File: config.mk
export PLATFORM = sky130hd
export DESIGN_NAME = interp_rate_ctrl_flat
export DESIGN_NICKNAME = d
export VERILOG_FILES = /design/src/rtl/interp_rate_ctrl_pkg.sv /design/src/rtl/interp_rate_ctrl_if.sv /design/src/rtl/interp_rate_ctrl_ce_gen.sv /design/src/rtl/interp_rate_ctrl.sv /design/src/flat_wrapper.sv
export SDC_FILE = /design/constraint.sdc
export NUM_CORES = 1
export LEC_CHECK = 0
export ABC_CLOCK_PERIOD_IN_PS = 5100
export CELL_PAD_IN_SITES_DETAIL_PLACEMENT = 0
export CELL_PAD_IN_SITES_GLOBAL_PLACEMENT = 1
export CORE_ASPECT_RATIO = 2
export CORE_MARGIN = 4
export CORE_UTILIZATION = 40
export DETAILED_ROUTE_END_ITERATION = 10
export GPL_ROUTABILITY_DRIVEN = 0
export HOLD_SLACK_MARGIN = 0.1
export MAX_ROUTING_LAYER = met4
export PLACE_DENSITY = 0.73
export SLEW_MARGIN = 25
export SYNTH_ARGS = -nofsm -noshare
export SYNTH_HDL_FRONTEND = slang
export SYNTH_SLANG_ARGS = --single-unit
File: constraint.sdc
create_clock -name clk -period 5.1 [get_ports clk]
set_input_delay 0.51 -clock clk [delete_from_list [all_inputs] [get_ports clk]]
set_output_delay 0.51 -clock clk [all_outputs]
set_load 0.1 [all_outputs]
File: src/rtl/interp_rate_ctrl_pkg.sv
// interp_ctrl_pkg: state encoding, default ratios and phase-width helper for
// the Tx interpolation rate controller.
`default_nettype none

package interp_ctrl_pkg;

  typedef enum logic [1:0] {
    ST_IDLE  = 2'd0,
    ST_FILL  = 2'd1,
    ST_RUN   = 2'd2,
    ST_DRAIN = 2'd3
  } state_t;

  localparam int DEF_RATIO_HB      = 2;
  localparam int DEF_RATIO_CIC     = 8;
  localparam int DEF_P             = DEF_RATIO_HB * DEF_RATIO_CIC;
  localparam int DEF_FILL_SAMPLES  = 12;
  localparam int DEF_DRAIN_SAMPLES = 12;
  localparam int DEF_CNT_W         = 16;

  function automatic int ph_width(input int p);
    return (p > 1) ? $clog2(p) : 1;
  endfunction

endpackage

`default_nettype wire

File: src/rtl/interp_rate_ctrl_if.sv
// interp_rate_ctrl_if: control/handshake bundle of the interpolation rate controller.
// Macro INTERP_CTRL_UNDERFLOW_CNT_EN adds the saturating underflow counter.
`default_nettype none

interface interp_rate_ctrl_if
`ifdef INTERP_CTRL_UNDERFLOW_CNT_EN
  #(parameter int CNT_W = 16)
`endif
  ;
  logic       i_start;
  logic       i_stop;
  logic       i_in_valid;
  logic       i_clr_underflow;
  logic       o_in_ready;
  logic       o_ce_in;
  logic       o_ce_mid;
  logic       o_ce_out;
  logic       o_zero_stuff;
  logic       o_out_valid;
  logic       o_busy;
  logic [1:0] o_state;
  logic       o_underflow;
`ifdef INTERP_CTRL_UNDERFLOW_CNT_EN
  logic [CNT_W-1:0] o_underflow_cnt;
`endif

  modport master (
    output i_start, i_stop, i_in_valid, i_clr_underflow,
    input  o_in_ready, o_ce_in, o_ce_mid, o_ce_out, o_zero_stuff,
           o_out_valid, o_busy, o_state, o_underflow
`ifdef INTERP_CTRL_UNDERFLOW_CNT_EN
         , o_underflow_cnt
`endif
  );

  modport slave (
    input  i_start, i_stop, i_in_valid, i_clr_underflow,
    output o_in_ready, o_ce_in, o_ce_mid, o_ce_out, o_zero_stuff,
           o_out_valid, o_busy, o_state, o_underflow
`ifdef INTERP_CTRL_UNDERFLOW_CNT_EN
         , o_underflow_cnt
`endif
  );

endinterface

`default_nettype wire

File: src/rtl/interp_rate_ctrl_ce_gen.sv
// interp_ce_gen: phase counter and per-stage clock-enable decode.
`default_nettype none

module interp_ce_gen
  import interp_ctrl_pkg::*;
#(
  parameter int RATIO_HB  = DEF_RATIO_HB,
  parameter int RATIO_CIC = DEF_RATIO_CIC
) (
  input  logic clk,
  input  logic rst,
  input  logic i_active,
  input  logic i_restart,
  output logic o_ce_in,
  output logic o_ce_mid,
  output logic o_ce_out,
  output logic o_boundary
);

  localparam int P     = RATIO_HB * RATIO_CIC;
  localparam int PH_W  = ph_width(P);
  localparam int MID_W = ph_width(RATIO_CIC);
  localparam logic [PH_W-1:0]  c_PH_LAST  = PH_W'(P - 1);
  localparam logic [MID_W-1:0] c_MID_LAST = MID_W'(RATIO_CIC - 1);

  logic [PH_W-1:0]  r_ph;
  logic [MID_W-1:0] r_mid;

  // r_mid runs in lockstep with r_ph so ce_mid needs no modulo; P is a multiple of RATIO_CIC
  always_ff @(posedge clk or posedge rst) begin
    if (rst) begin
      r_ph  <= '0;
      r_mid <= '0;
    end else if (i_restart) begin
      r_ph  <= '0;
      r_mid <= '0;
    end else if (i_active) begin
      r_ph  <= (r_ph == c_PH_LAST)   ? '0 : r_ph + 1'b1;
      r_mid <= (r_mid == c_MID_LAST) ? '0 : r_mid + 1'b1;
    end
  end

  assign o_ce_in    = i_active && (r_ph == '0);
  assign o_ce_mid   = i_active && (r_mid == '0);
  assign o_ce_out   = i_active;
  assign o_boundary = i_active && (r_ph == c_PH_LAST);

endmodule

`default_nettype wire

File: src/rtl/interp_rate_ctrl.sv
// interp_rate_ctrl: sequences the x2 HB + x8 CIC Tx interpolation chain (fill/run/drain).
// Macro INTERP_CTRL_UNDERFLOW_CNT_EN adds o_underflow_cnt (saturating).
`default_nettype none

module interp_rate_ctrl
  import interp_ctrl_pkg::*;
#(
  parameter int RATIO_HB      = DEF_RATIO_HB,
  parameter int RATIO_CIC     = DEF_RATIO_CIC,
  parameter int FILL_SAMPLES  = DEF_FILL_SAMPLES,
  parameter int DRAIN_SAMPLES = DEF_DRAIN_SAMPLES,
  parameter int CNT_W         = DEF_CNT_W
) (
  input  logic             clk,
  input  logic             rst,
  interp_rate_ctrl_if.slave bus
);

  localparam logic [CNT_W-1:0] c_FILL_N  = CNT_W'(FILL_SAMPLES);
  localparam logic [CNT_W-1:0] c_DRAIN_N = CNT_W'(DRAIN_SAMPLES);

  state_t           r_state;
  state_t           w_state_nxt;
  logic [CNT_W-1:0] r_slot;
  logic             r_stop_pend;
  logic             r_drain_ov;
  logic             r_underflow;
  logic             w_active;
  logic             w_stream;
  logic             w_restart;
  logic             w_state_chg;
  logic             w_ce_in;
  logic             w_ce_mid;
  logic             w_ce_out;
  logic             w_boundary;
  logic             w_in_ready;
  logic             w_zero_stuff;
  logic             w_uf_event;
  logic             w_out_valid;

  assign w_active = (r_state != ST_IDLE);

  interp_ce_gen #(
    .RATIO_HB  (RATIO_HB),
    .RATIO_CIC (RATIO_CIC)
  ) u_ce_gen (
    .clk        (clk),
    .rst        (rst),
    .i_active   (w_active),
    .i_restart  (w_restart),
    .o_ce_in    (w_ce_in),
    .o_ce_mid   (w_ce_mid),
    .o_ce_out   (w_ce_out),
    .o_boundary (w_boundary)
  );

  always_comb begin
    w_state_nxt = r_state;
    unique case (r_state)
      ST_IDLE:  if (bus.i_start) w_state_nxt = ST_FILL;
      ST_FILL: begin
        if (w_boundary) begin
          if (r_stop_pend)          w_state_nxt = ST_DRAIN;
          else if (r_slot >= c_FILL_N) w_state_nxt = ST_RUN;
        end
      end
      ST_RUN:   if (w_boundary && r_stop_pend) w_state_nxt = ST_DRAIN;
      ST_DRAIN: if (w_boundary && (r_slot >= c_DRAIN_N)) w_state_nxt = ST_IDLE;
      default:  w_state_nxt = ST_IDLE;
    endcase
  end

  always_comb begin
    w_stream     = (r_state == ST_FILL) || (r_state == ST_RUN);
    w_restart    = (r_state == ST_IDLE) && (w_state_nxt == ST_FILL);
    w_state_chg  = (w_state_nxt != r_state);
    w_in_ready   = w_ce_in && w_stream;
    w_zero_stuff = 1'b0;
    if (r_state == ST_DRAIN)
      w_zero_stuff = w_ce_in;
    else if (w_stream)
      w_zero_stuff = w_ce_in && !bus.i_in_valid;
    w_uf_event   = (r_state == ST_RUN) && w_zero_stuff;
    // A drain entered straight from FILL flushes a pipeline that never produced valid output
    w_out_valid  = (r_state == ST_RUN) || ((r_state == ST_DRAIN) && r_drain_ov);
  end

  always_ff @(posedge clk or posedge rst) begin
    if (rst) begin
      r_state     <= ST_IDLE;
      r_slot      <= '0;
      r_stop_pend <= 1'b0;
      r_drain_ov  <= 1'b0;
      r_underflow <= 1'b0;
    end else begin
      r_state <= w_state_nxt;
      if (w_state_chg) begin
        r_slot      <= '0;
        r_stop_pend <= 1'b0;
        r_drain_ov  <= (r_state == ST_RUN);
      end else begin
        if (w_ce_in)               r_slot      <= r_slot + 1'b1;
        if (bus.i_stop && w_stream) r_stop_pend <= 1'b1;
      end
      if (w_uf_event)               r_underflow <= 1'b1;
      else if (bus.i_clr_underflow) r_underflow <= 1'b0;
    end
  end

`ifdef INTERP_CTRL_UNDERFLOW_CNT_EN
  logic [CNT_W-1:0] r_uf_cnt;

  always_ff @(posedge clk or posedge rst) begin
    if (rst) begin
      r_uf_cnt <= '0;
    end else if (w_uf_event) begin
      if (bus.i_clr_underflow)  r_uf_cnt <= CNT_W'(1);
      else if (r_uf_cnt != '1)  r_uf_cnt <= r_uf_cnt + 1'b1;
    end else if (bus.i_clr_underflow) begin
      r_uf_cnt <= '0;
    end
  end

  assign bus.o_underflow_cnt = r_uf_cnt;
`endif

  assign bus.o_in_ready   = w_in_ready;
  assign bus.o_ce_in      = w_ce_in;
  assign bus.o_ce_mid     = w_ce_mid;
  assign bus.o_ce_out     = w_ce_out;
  assign bus.o_zero_stuff = w_zero_stuff;
  assign bus.o_out_valid  = w_out_valid;
  assign bus.o_busy       = w_active;
  assign bus.o_state      = r_state;
  assign bus.o_underflow  = r_underflow;

endmodule

`default_nettype wire

File: src/flat_wrapper.sv
// flat-port wrapper written by rule: the top's interface ports become plain ports
module interp_rate_ctrl_flat import interp_ctrl_pkg::*;
#(
  parameter int RATIO_HB      = DEF_RATIO_HB,
  parameter int RATIO_CIC     = DEF_RATIO_CIC,
  parameter int FILL_SAMPLES  = DEF_FILL_SAMPLES,
  parameter int DRAIN_SAMPLES = DEF_DRAIN_SAMPLES,
  parameter int CNT_W         = DEF_CNT_W
)
  (clk, rst, bus_i_start, bus_i_stop, bus_i_in_valid, bus_i_clr_underflow, bus_o_in_ready, bus_o_ce_in, bus_o_ce_mid, bus_o_ce_out, bus_o_zero_stuff, bus_o_out_valid, bus_o_busy, bus_o_state, bus_o_underflow);
  interp_rate_ctrl_if bus_i ();
  input  logic clk;
  input  logic rst;
  input wire logic [$bits(bus_i.i_start)-1:0] bus_i_start;
  input wire logic [$bits(bus_i.i_stop)-1:0] bus_i_stop;
  input wire logic [$bits(bus_i.i_in_valid)-1:0] bus_i_in_valid;
  input wire logic [$bits(bus_i.i_clr_underflow)-1:0] bus_i_clr_underflow;
  output wire logic [$bits(bus_i.o_in_ready)-1:0] bus_o_in_ready;
  output wire logic [$bits(bus_i.o_ce_in)-1:0] bus_o_ce_in;
  output wire logic [$bits(bus_i.o_ce_mid)-1:0] bus_o_ce_mid;
  output wire logic [$bits(bus_i.o_ce_out)-1:0] bus_o_ce_out;
  output wire logic [$bits(bus_i.o_zero_stuff)-1:0] bus_o_zero_stuff;
  output wire logic [$bits(bus_i.o_out_valid)-1:0] bus_o_out_valid;
  output wire logic [$bits(bus_i.o_busy)-1:0] bus_o_busy;
  output wire logic [$bits(bus_i.o_state)-1:0] bus_o_state;
  output wire logic [$bits(bus_i.o_underflow)-1:0] bus_o_underflow;
  assign bus_i.i_start = bus_i_start;
  assign bus_i.i_stop = bus_i_stop;
  assign bus_i.i_in_valid = bus_i_in_valid;
  assign bus_i.i_clr_underflow = bus_i_clr_underflow;
  assign bus_o_in_ready = bus_i.o_in_ready;
  assign bus_o_ce_in = bus_i.o_ce_in;
  assign bus_o_ce_mid = bus_i.o_ce_mid;
  assign bus_o_ce_out = bus_i.o_ce_out;
  assign bus_o_zero_stuff = bus_i.o_zero_stuff;
  assign bus_o_out_valid = bus_i.o_out_valid;
  assign bus_o_busy = bus_i.o_busy;
  assign bus_o_state = bus_i.o_state;
  assign bus_o_underflow = bus_i.o_underflow;
  interp_rate_ctrl #(.RATIO_HB(RATIO_HB), .RATIO_CIC(RATIO_CIC), .FILL_SAMPLES(FILL_SAMPLES), .DRAIN_SAMPLES(DRAIN_SAMPLES), .CNT_W(CNT_W)) u_core (.clk(clk), .rst(rst), .bus(bus_i));
endmodule
# ---- Yosys cells after proc, flatten, opt, wreduce, memory -nomap -nowiden
# Index checks and enable logic that the tools add are counted.
dict set report word_totals {
  latch_bits 0
  memories 0
  output_inout_bits 10
  ff_bits 28
  mem_bits_ro 0
  ram_bits 0
  wordCells 61
}
dict set report classes {
  n_mul 0
  bitwise 0
  div_mod_pow 0
  shifts 0
  n_reduce_logical 22
  add_sub_neg 3
  n_mux 21
  order_cmp 1
  n_eq_ne 7
}
# op n
set ops {}
lappend ops {{$mux W16} 2}
lappend ops {{$add A16 B1 Y16 const B} 1}
lappend ops {{$ge A16 B4 Y1 const B} 1}
lappend ops {{$mux W2} 6}
lappend ops {{$mux W4} 3}
lappend ops {{$logic_and A1 B1 Y1} 11}
lappend ops {{$reduce_bool A2 Y1} 5}
lappend ops {{$mux W3} 3}
lappend ops {{$pmux W2 S4} 1}
lappend ops {{$mux W1} 6}
lappend ops {{$add A4 B1 Y4 const B} 1}
lappend ops {{$eq A2 B1 Y1 const B} 2}
lappend ops {{$eq A2 B2 Y1 const B} 2}
lappend ops {{$eq A4 B4 Y1 const B} 1}
lappend ops {{$logic_not A4 Y1} 1}
lappend ops {{$add A3 B1 Y3 const B} 1}
lappend ops {{$eq A3 B3 Y1 const B} 1}
lappend ops {{$logic_not A3 Y1} 1}
lappend ops {{$logic_not A2 Y1} 1}
lappend ops {{$logic_or A1 B1 Y1} 2}
lappend ops {{$ne A2 B2 Y1} 1}
lappend ops {{$logic_not A1 Y1} 1}

# ---- Depth between registers and ports, before layout
dict set report depth {
  ltp_word 8
  mapped_depth 9
}

# ---- Cells and area by module
# Synthesis repeated with hierarchy kept, for this count alone.
dict set report hier_totals {
  hier_cells 184
  hier_area_um2 1757.9
}
# mod area_each_um2 instances cells_each
set by_module_without_submodules {}
lappend by_module_without_submodules {interp_rate_ctrl 1331.3 1 139}
lappend by_module_without_submodules {interp_ce_gen 426.7 1 45}

# ---- Worst setup path after synthesis
# Ideal clock, no wire load.
dict set report synth_timing {
  kind {register -> output}
  startpoint {reg u_core.r_state[1], in the netlist u_core.bus.o_state[1]}
  endpoint {out bus_o_ce_mid}
  t_arrival_ns 4.048
  path_buffers 1
  slack_ns 0.542
  stages_incl_launch_ff 5
  required_ns 4.590
  cell_sequence {dfrtp_1 inv_1 ha_1 clkbuf_1 nor3b_1}
}
dict set report synth_via {
  elab_chain_len 2
}
# element line_no
set synth_rtl {}
lappend synth_rtl {{start, declared} interp_rate_ctrl.sv:22} ;# state_t r_state;
lappend synth_rtl {{start signal, assigned} interp_rate_ctrl.sv:96} ;# r_state <= w_state_nxt;
lappend synth_rtl {{$reduce_bool A2 Y1} interp_rate_ctrl.sv:41} ;# assign w_active = (r_state != ST_IDLE);
lappend synth_rtl {{$logic_and A1 B1 Y1} interp_rate_ctrl_ce_gen.sv:44} ;# assign o_ce_mid = i_active && (r_mid == '0);
lappend synth_rtl {{end, declared} flat_wrapper.sv:20} ;# output wire logic [$bits(bus_i.o_ce_mid)-1:0] bus_o_ce_mid;
# Every way passes these cells.

# ---- Final worst setup path
dict set report layout_timing {
  startpoint {reg u_core.r_state[1], in the netlist u_core.bus.o_state[1]}
  endpoint {out bus_o_in_ready}
}
dict set report layout_via {
  elab_chain_len 3
}
# element line_no
set layout_rtl {}
lappend layout_rtl {{$eq A2 B1 Y1 (tied with other cells)} interp_rate_ctrl.sv:74} ;# w_stream = (r_state == ST_FILL) || (r_state == ST_RUN);
lappend layout_rtl {{$logic_or A1 B1 Y1 or $logic_and A1 B1 Y1 (tied branches)} {interp_rate_ctrl.sv:74, interp_rate_ctrl_ce_gen.sv:43}}
lappend layout_rtl {{$logic_and A1 B1 Y1 (*)} interp_rate_ctrl.sv:77} ;# w_in_ready = w_ce_in && w_stream;
lappend layout_rtl {{end, declared} flat_wrapper.sv:18} ;# output wire logic [$bits(bus_i.o_in_ready)-1:0] bus_o_in_ready;
# Every way passes the cells marked *; elsewhere a longest branch is shown, timed or not.

==> metrics.md <==
| Metric | Value |
|---|---|
| Reg2reg start | u_core.bus.o_state[1] |
| DR pass1 iterations | 4 |
| Die H | 104 um |
| Final hold violation count | 0 |
| Post-DP HPWL | 3250 um |
| Cells after synthesis | 191 |
| Pin count of the biggest net entering global routing | 29 |
| Reg2reg end | u_core.r_drain_ov |
| Asr flop ratio synth | 100% |
| Placed Cells | 254 |
| Post-DRT Antenna Nets | 0 |
| Synth warnings | 0 |
| Crit end category | output port |
| Synthesized net count | 209 |
| Unrepaired setup endpoints after global routing | no |
| Non-Filler Instances | 258 |
| DRC | 0 |
| Largest cells by area after synthesis | dfrtp_1 (38%), ha_1 (8.1%), xnor2_1 (5.7%) |
| Ys flop type | dfrtp_1 |
| Max FO, Critical Path | 13 |
| CTS buffer count | 3 |
| Worst Clk Skew | 2.88 ps |
| Arrival time at the worst endpoint | 3200 ps |
| N_diodes | 0 |
| Critical path origin | u_core.bus.o_state[1] |
| Worst-Margin Slew | 979 ps |
| Hold path depth | 1 |
| Seq cells post-synth | 28 |
| Fin util | 47.2% |
| Initial Util | 41.8% |
| Min-Delay Startpoint | u_core.u_ce_gen.r_mid[0] |
| Hold crit path type | reg2reg |
| Worst hold margin | 491 ps |
| Critical Path Start Type | flip-flop |
| First-pass GRT wire length | 7240 um |
| Syn Area/Cell | 9.68 sq um |
| WHS Endpoint | u_core.u_ce_gen.r_mid[0] |
| Total power | 1.00 mW |
| Clk_lat worst skew | 280 ps |
| Post-CTS Setup Bufs | 0 |
| Chip Width | 56.1 um |
| Max cap viols | 0 |
| Pwr/cell area | 479 mW/mm^2 |
| CTS tree | yes |
| Root Buffer | clkbuf_8 |
| Yosys cell types | 44 |
| Rel. slew slack | 34.5% |
| Vias in the first global route | 1529 |
| Tcrit/Tclk final | 72.7% |
| Overflow after GRT | 0 |
| Yosys top cell area share | 37.9% |
| Final Routed Wirelength | 4190 um |
| Die ar. | 0.00584 sq mm |
| Status | finished clean |
| Clock Sinks | 28 |
| H-tree levels | 1 |
| Reg2Reg Setup Slack | 2320 ps |
| Post-synth EDFFs | 0 |
| Initial antenna violation count | 0 |
| Final setup fails | 0 |
| Rows | 34 |
| Fmax | 0.270 GHz |
| Drt via density | 5.52 |
| Cell Area, Synth | 0.00185 sq mm |
| Req. time, crit path | 4590 ps |
| Post-synthesis sequential area ratio | 37.9% |
| GRT Total Usage | 15.9% |
| Area leader, netlist | dfrtp_1 |
| Io pins | 16 |
| Core ar. | 0.00442 sq mm |
| CTS resizes | 0 |
| Area Growth Syn to Fin | 13.0% |
| Port bufs | 15 |
| Worst-path clk slew | 90 ps |
| Max Buffers Root-to-Sink | 2 |
| Setup TNS Final | 0 ps |
| Routed wire per std cell | 16.2 um |
| Leakage dissipation | 0.893 nW |
| Reg2reg path depth | 7 |
| Max VDD drop | 271 uV |
| Via count | 1424 |
| Slew Limit Fails | 0 |
| Cts hold-fix bufs | 0 |
| Final critical-path required period | 3710 ps |
| Initial DRC Count | 43 |
| NumNets Final | 223 |
| Critical path type | reg2out |
| Layout cells sized above 1 | 9.80% |
metrics by stage:
step                      cell area (sq um)  setup WS [ps]
final                                  2090           1390
after global routing                   2090           1190
after CTS                              2090           1370
after detailed placement               2030           1690
after global placement                 2030           1750
after floorplan                        1850            542
cell type report:
type	instances	area, sq um
fill	452	2340
multi-input combinational	137	1040
sequential	28	701
timing repair buffer	16	155
inverter	19	71.3
tap	54	67.6
clock buffer	4	55.1
logic make-up (layout without fill, tap and decap cells):
logic type	count (synthesis)	count (layout)	share of synthesized area, %
AOI/OAI and AO/OA	38	38	15.4
xor gates and xnor gates	15	15	7.11
adders and majority gates	12	12	8.12
buffers and inverters	26	39	5.89
DFF	28	28	37.9
muxes	3	3	1.90
and+or+nand+nor	69	69	23.7
worst max path at each step:
stage / endpoint / slack [ps] / depth (start not counted)
after floorplan: bus_o_ce_mid / 540 / 4
after detailed placement: bus_o_in_ready / 1690 / 6
after global routing: bus_o_in_ready / 1190 / 6
after global placement: bus_o_in_ready / 1750 / 6
final: bus_o_in_ready / 1390 / 6
after CTS: bus_o_in_ready / 1370 / 6
cells in the mapped netlist, drive strengths merged (2+ instances only):
cell / instances
o311a: 2
ha: 12
a31oi: 4
nand3: 4
inv: 19
o21ai: 9
nand2: 9
a21oi: 11
clkbuf: 5
nor4: 8
o311ai: 2
mux2i: 2
a21o: 2
nand4b: 2
nor3b: 2
nand2b: 2
buf: 2
xor2: 3
dfrtp: 28
nand4: 7
xnor2: 12
nor3: 6
nor2: 24
report_power, final:
part | switching [mW] | internal, mW | total [mW]
Clock | 0.0689 | 0.0692 | 0.138
Combinational | 0.388 | 0.169 | 0.557
Sequential | 0.0456 | 0.260 | 0.306
sequential cells by signal, summed over array words and instances, names as in the netlist:
register                cells
u_core.u_ce_gen.r_ph        4
u_core.bus.o_underflow      1
u_core.r_slot              16
u_core.bus.o_state          2
u_core.r_stop_pend          1
u_core.r_drain_ov           1
u_core.u_ce_gen.r_mid       3
placed cells by master (no fill, tap or decap), drive strengths merged, types with 2 or more instances in the layout:
cell type      Yosys  routed
nand2              9       9
buf                2       2
nand4b             2       2
nor2              24      24
clkbuf             5       4
o311ai             2       2
inv               19      19
ha                12      12
a21oi             11      11
a21o               2       2
o21ai              9       9
clkdlybuf4s50      0      14
o311a              2       2
dfrtp             28      28
mux2i              2       2
xor2               3       3
xnor2             12      12
a31oi              4       4
nand4              7       7
nand2b             2       2
nor3b              2       2
nor4               8       8
nor3               6       6
nand3              4       4
metal layers:
metal | up-vias | track usage (%) | share of wire, %
met5 | - | - | 0
met4 | 0 | 6.96 | 1.9
met3 | 8 | 1.24 | 1.7
met2 | 19 | 29.7 | 57
met1 | 703 | 16.4 | 39
li1 | 694 | - | -
worst max-delay path: stages, from the launching register on:
cell             delay (ps)
dfrtp_1                 560
inv_1                   190
ha_1                    380
nor4b_2                 300
buf_4                   230
and2_1                  140
clkdlybuf4s50_1        1120
Power figures use the tool's default switching activity.
